===== src/rtl/ff_pipe_slice.sv =====
// STAGES-deep valid/ready register pipeline with per-stage skid buffers, sync flush and occupancy count.
// Define FF_PIPE_RESET_DATA_EN to reset and flush-clear the data registers to RESET_VAL.
module ff_pipe_slice #(
  parameter int unsigned      WIDTH     = 8,
  parameter int unsigned      STAGES    = 2,
  parameter logic [WIDTH-1:0] RESET_VAL = '0
) (
  input  logic                             clk,
  input  logic                             rst_n,
  input  logic                             flush,
  input  logic                             in_valid,
  output logic                             in_ready,
  input  logic [WIDTH-1:0]                 in_data,
  output logic                             out_valid,
  input  logic                             out_ready,
  output logic [WIDTH-1:0]                 out_data,
  output logic [$clog2(2*STAGES+1)-1:0]    count
);

  localparam int unsigned CW = $clog2(2*STAGES+1);

  if (STAGES < 1) begin : g_bad_stages
    $error("ff_pipe_slice: STAGES must be at least 1");
  end
  if ($bits(RESET_VAL) != WIDTH) begin : g_bad_reset_val
    $error("ff_pipe_slice: RESET_VAL width must equal WIDTH");
  end

  logic [STAGES-1:0] main_v_q, main_v_d;
  logic [STAGES-1:0] skid_v_q, skid_v_d;
  logic [WIDTH-1:0]  main_q [STAGES];
  logic [WIDTH-1:0]  main_d [STAGES];
  logic [WIDTH-1:0]  skid_q [STAGES];
  logic [WIDTH-1:0]  skid_d [STAGES];
  logic [CW-1:0]     count_q, count_d;
  logic              init_q;

  logic [STAGES-1:0] up_v;
  logic [STAGES-1:0] dn_rdy;
  logic [STAGES-1:0] push;
  logic [STAGES-1:0] pop;
  logic [WIDTH-1:0]  up_d [STAGES];
  logic              in_fire;
  logic              out_fire;

  // Stage i accepts whenever its skid is empty; that is its registered ready_up.
  for (genvar i = 0; i < STAGES; i++) begin : g_link
    if (i == 0) begin : g_head
      assign up_v[i] = in_valid & init_q;
      assign up_d[i] = in_data;
    end else begin : g_body
      assign up_v[i] = main_v_q[i-1];
      assign up_d[i] = main_q[i-1];
    end
    if (i == STAGES - 1) begin : g_tail
      assign dn_rdy[i] = out_ready;
    end else begin : g_inner
      assign dn_rdy[i] = ~skid_v_q[i+1];
    end
    assign push[i] = up_v[i] & ~skid_v_q[i];
    assign pop[i]  = main_v_q[i] & dn_rdy[i];
  end

  always_comb begin
    main_v_d = main_v_q;
    skid_v_d = skid_v_q;
    main_d   = main_q;
    skid_d   = skid_q;
    for (int i = 0; i < STAGES; i++) begin
      if (skid_v_q[i]) begin
        if (pop[i]) begin
          main_d[i]   = skid_q[i];
          skid_v_d[i] = 1'b0;
        end
      end else if (push[i] && (!main_v_q[i] || pop[i])) begin
        main_d[i]   = up_d[i];
        main_v_d[i] = 1'b1;
      end else if (push[i]) begin
        skid_d[i]   = up_d[i];
        skid_v_d[i] = 1'b1;
      end else if (pop[i]) begin
        main_v_d[i] = 1'b0;
      end
    end
    if (flush) begin
      main_v_d = '0;
      skid_v_d = '0;
`ifdef FF_PIPE_RESET_DATA_EN
      main_d   = '{default: RESET_VAL};
      skid_d   = '{default: RESET_VAL};
`endif
    end
  end

  assign in_fire  = push[0];
  assign out_fire = pop[STAGES-1];

  always_comb begin
    count_d = count_q;
    if (flush) begin
      count_d = '0;
    end else begin
      case ({in_fire, out_fire})
        2'b10:   count_d = count_q + CW'(1);
        2'b01:   count_d = count_q - CW'(1);
        default: count_d = count_q;
      endcase
    end
  end

  always_ff @(posedge clk or negedge rst_n) begin
    if (!rst_n) begin
      main_v_q <= '0;
      skid_v_q <= '0;
      count_q  <= '0;
      init_q   <= 1'b0;
    end else begin
      main_v_q <= main_v_d;
      skid_v_q <= skid_v_d;
      count_q  <= count_d;
      init_q   <= 1'b1;
    end
  end

`ifdef FF_PIPE_RESET_DATA_EN
  always_ff @(posedge clk or negedge rst_n) begin
    if (!rst_n) begin
      main_q <= '{default: RESET_VAL};
      skid_q <= '{default: RESET_VAL};
    end else begin
      main_q <= main_d;
      skid_q <= skid_d;
    end
  end
`else
  always_ff @(posedge clk) begin
    main_q <= main_d;
    skid_q <= skid_d;
  end
`endif

  // The flush term keeps in_ready high in a flush cycle even when the head skid is occupied.
  assign in_ready  = init_q & (~skid_v_q[0] | flush);
  assign out_valid = main_v_q[STAGES-1];
  assign out_data  = main_q[STAGES-1];
  assign count     = count_q;

endmodule


===== config.mk =====
export PLATFORM = sky130hd
export DESIGN_NAME = ff_pipe_slice
export DESIGN_NICKNAME = d
export VERILOG_FILES = /design/src/rtl/ff_pipe_slice.sv
export SDC_FILE = /design/constraint.sdc
export NUM_CORES = 1
export LEC_CHECK = 0
export CAP_MARGIN = 40
export CORE_ASPECT_RATIO = 0.9
export CORE_MARGIN = 4
export CORE_UTILIZATION = 40
export DETAILED_ROUTE_END_ITERATION = 7
export HOLD_SLACK_MARGIN = 0.06
export SYNTH_ARGS = -nofsm -noshare
export SYNTH_HDL_FRONTEND = slang
export SYNTH_SLANG_ARGS = --single-unit

===== constraint.sdc =====
create_clock -name clk -period 1.85 [get_ports clk]
set_clock_uncertainty 0.05 [all_clocks]
set_input_delay 0.185 -clock clk [delete_from_list [all_inputs] [get_ports clk]]
set_output_delay 0.185 -clock clk [all_outputs]
set_load 0.01 [all_outputs]

* Word level (Yosys, flattened, before mapping)
Index checks and enable logic that the tools add are counted.
** Storage, ports and cells
- Register bits :: 40
- Input port bits :: 13
- Output and inout port bits :: 13
- Word-level logic and storage cells :: 72
** Cells by class
- Add/subtract/negate cells :: 2
- Equal/unequal tests :: 8
- Muxes and demuxes :: 26
- Bitwise operators :: 10
- Reductions and logical operators :: 17
** Operators with widths (number)
- $mux W8 :: 6
- $mux W1 :: 16
- $reduce_and A3 Y1 :: 4
- $reduce_bool A3 Y1 :: 3
- $ne A3 B2 Y1 const B :: 2
- $pmux W3 S2 :: 1
- $and A1 B1 Y1 :: 5
- $mux W2 :: 2
- $ne A2 B1 Y1 const B :: 2
- $ne A2 B2 Y1 const B :: 2
- $not A1 Y1 :: 4
- $reduce_and A2 Y1 :: 2
- $reduce_bool A2 Y1 :: 2
- $add A3 B1 Y3 const B :: 1
- $mux W3 :: 1
- $sub A3 B1 Y3 const B :: 1
- $eq A2 B1 Y1 const B :: 1
- $eq A2 B2 Y1 const B :: 1
- $logic_and A1 B1 Y1 :: 2
- $logic_not A1 Y1 :: 2
- $logic_or A1 B1 Y1 :: 2
- $or A1 B1 Y1 :: 1

* Longest topological paths before layout
- Depth after elaboration :: 7
- Depth in mapped cells :: 6
- Depth with buffers taken out :: 6

* Worst setup path before layout
Ideal clock, no wire load.
- Path type :: reg2reg
- Start point :: register skid_v_q[0]
- End point :: register count_q[2] (netlist: count[2])
- Setup time :: 0.125 ns
- Arrival :: 1.683 ns
- Required time :: 1.675 ns
- Path slack :: -0.008 ns
- Stages on the path, launching flop included :: 7
- Clock period less this slack :: 1.858 ns
- Path through :: dfrtp_1 nand3b_4 nor2b_1 fa_1 a21boi_0 mux2i_1 mux2_2
** On the way
- Cells in the longest elaborated chain, start to end :: 5
** RTL lines
- start, declared :: line 30 : logic [STAGES-1:0] skid_v_q, skid_v_d;
- start signal, assigned :: line 119 : skid_v_q <= skid_v_d;
- $not A1 Y1 * :: line 60 : assign push[i] = up_v[i] & ~skid_v_q[i];
- $and A1 B1 Y1 * :: line 60
- $eq A2 B1 Y1 or $eq A2 B2 Y1 (tied branches) :: line 103 : case ({in_fire, out_fire})
- $pmux W3 S2 :: line 103
- $mux W3 :: line 100 : if (flush) begin
- end signal, assigned :: line 120 : count_q <= count_d;
- end, declared :: line 35 : logic [CW-1:0] count_q, count_d;
Mark *: on every way between the ends. The rest lies on a longest branch, timed or not.
A chain may end at the register's enable or synchronous reset.

* Worst setup path in the final report
Ends and elaborated chain as after synthesis.

==> metrics.cfg <==
[synth]
synth.top_cell.area_share_pct = 57.2
post-synth-top-area-cell = edfxtp_1
ys.flop_type = edfxtp_1
yosys-top-cells-area = edfxtp_1 57%, dfrtp_1 12%, mux2_2 11%
syn_inst = 105
synthArstFlopShare_pct = 20.0
seq_area_frac_synth_pct = 69.2
ys_ff_latch = 40
ys.warnings.count = 0
synth_cell_types = 22
syn_avg_cell_area_sq_um = 16.0
netlist_area_sq_mm = 0.00168
synth_fp_nets = 119
synth_edf_count = 32

[clock_network]
cts_setup_buffers = 0
clk_latency_ps = 290
cts.sinks = 40
cts-root-buf = clkbuf_8
clk_pin_slew_ps = 80
htreeDepth = 2
cts_tree = built
cts_inserted_buffers = 5
cts_buffer_depth = 2

[placed_design]
portBuffers = 25
gp_congestion = 0.763
dp_hpwl_mm = 1.92

[critical_path]
r2r_end = count[2]
critPathLaunchType = flip-flop
r2r_cells = 6
crit_type = reg2reg
slowest_delay_ps = 380
reg2reg_slack_ps = 90
worst_path_dominant_cell_family = multiplexers
slowest_stage = dfrtp_1
reg2reg_from = skid_v_q[0]
crit_required_ps = 1980
crit_start = skid_v_q[0]
worst-path-buf-inv = 0
path_cells = nand3b_4 -> nor2b_4 -> fa_2 -> a21boi_1 -> mux2i_1 -> mux2_2
cp.arrival_ps = 1890
cp_max_fo = 2
cp-end-kind = flip-flop

[min_path]
worstHoldPathType = in2async

[routing]
vias_per_cell = 4.68
drtIter0Drc = 52
finalWirelength_mm = 2.55
dr.pass1.iters = 4
drc = 0
ant_nets = 0
num_vias = 871
wl_per_cell_um = 13.7

[sta]
clock.fmax_mhz = 567
holdWs_ps = 136
min_period_ps = 1760
hold_viol = 0
maxSlewViolCount = 0
finalCritPeriodShare_pct = 95.4
setup_viol = 0
final.setup.tns_ps = 0
rsz0062_at_grt = yes

[run_status]
outcome = finished, final reports clean

[power_and_ir_drop]
leakage_nw = 0.780
cellPowerDensity_mw_per_mm2 = 814
ir_drop_mv = 0.415
total_power_w = 0.00171

[global_route]
overflow = 0
grt.total_usage_pct = 10.8
antenna_found_initial = 0
first_global_vias = 864
grt_max_degree = 15
grt_pass1_wl_mm = 4.35

[floorplan]
io_pins = 26
dieArea_sq_mm = 0.00530
placementRows = 22
core_area_sq_mm = 0.00407
die_w_um = 76.3
die_h_um = 69.5
start_util_pct = 41.2

[finish]
final_nets = 151
final_cell_mix = 32 x edfxtp_1, 24 x clkdlybuf4s50_1, 17 x mux2_2, 10 x buf_4, 8 x dfrtp_1
fill_cells = 361
area_growth_pct = 24.7
layout-drive-gt1-share_pct = 28.3
final_common_cell = edfxtp_1
diodes = 0

[run]
maxCapViolations = 0

==> cell families after synthesis <==
group           count (synthesis)  share of synthesized area [%]
mux                            20                           13.5
other cells                     1                          0.223
simple gates                   19                           6.41
compound gates                 11                           3.95
fa+ha+maj                       1                           1.19
buf+inv                        12                           4.62
xor+xnor                        1                          0.969
flops                          40                           69.2
==> layer usage <==
metal	up-vias	wire length [um]	global-route usage, %
met5	-	0	0
met4	0	56	6.64
met2	20	1110	15.5
met1	409	1280	14.3
met3	5	99	3.12
li1	437	-	-
==> worst max path at each step <==
stage	cells past startpoint	end	slack, ps
after floorplan	6	count[2]	3
after global placement	7	count[2]	-220
after detailed placement	7	count[2]	-250
after CTS	3	in_ready	20
after global routing	6	count[2]	-30
final	6	count[2]	90
==> report_power, final <==
part	total [W]	internal [W]	switching, W
clock	0.000551	0.000260	0.000291
sequential	0.00101	0.000998	0.0000161
combinational	0.000140	0.0000850	0.0000553
total	0.00171	0.00134	0.000363
==> registers in the layout, summed over array words and instances (netlist names) <==
register,count
skid_q,16
init_q,1
count,3
out_data,8
main_q,8
main_v_q,2
skid_v_q,2
==> synth_stat cells, types with 3 or more instances <==
library cell  number
a21oi_1            4
a21boi_0           3
mux2_2            17
nand2_1            7
nor2b_1            5
buf_4              8
edfxtp_1          32
nor2_1             4
dfrtp_1            8
==> stage by stage <==
step,worst slack [ps],util [%],std cells,instance area [sq um]
final,85.8,51.4,186,2090
after global placement,-222,49.1,178,2000
after floorplan,2.69,-,105,1690
after detailed placement,-248,49.1,178,2000
after CTS,17.1,51.3,186,2090
after global routing,-26.7,51.4,186,2090
==> layout make-up <==
cell class	instances	area, sq um	area share, %
clock buffers	5	68.8	3.29
clock inverters	3	18.8	0.896
inverters	2	7.51	0.358
multi-input cells	53	450	21.5
flip-flops and latches	40	1160	55.4
well taps	48	60.1	2.87
repair buffers	35	328	15.7
==> timing repair <==
action                                  CTS  global route
hold buffers                              0             0
endpoints found under the setup margin    0             2
gates resized for setup                   0             3
Note: power is estimated with default switching activity, not from simulation.
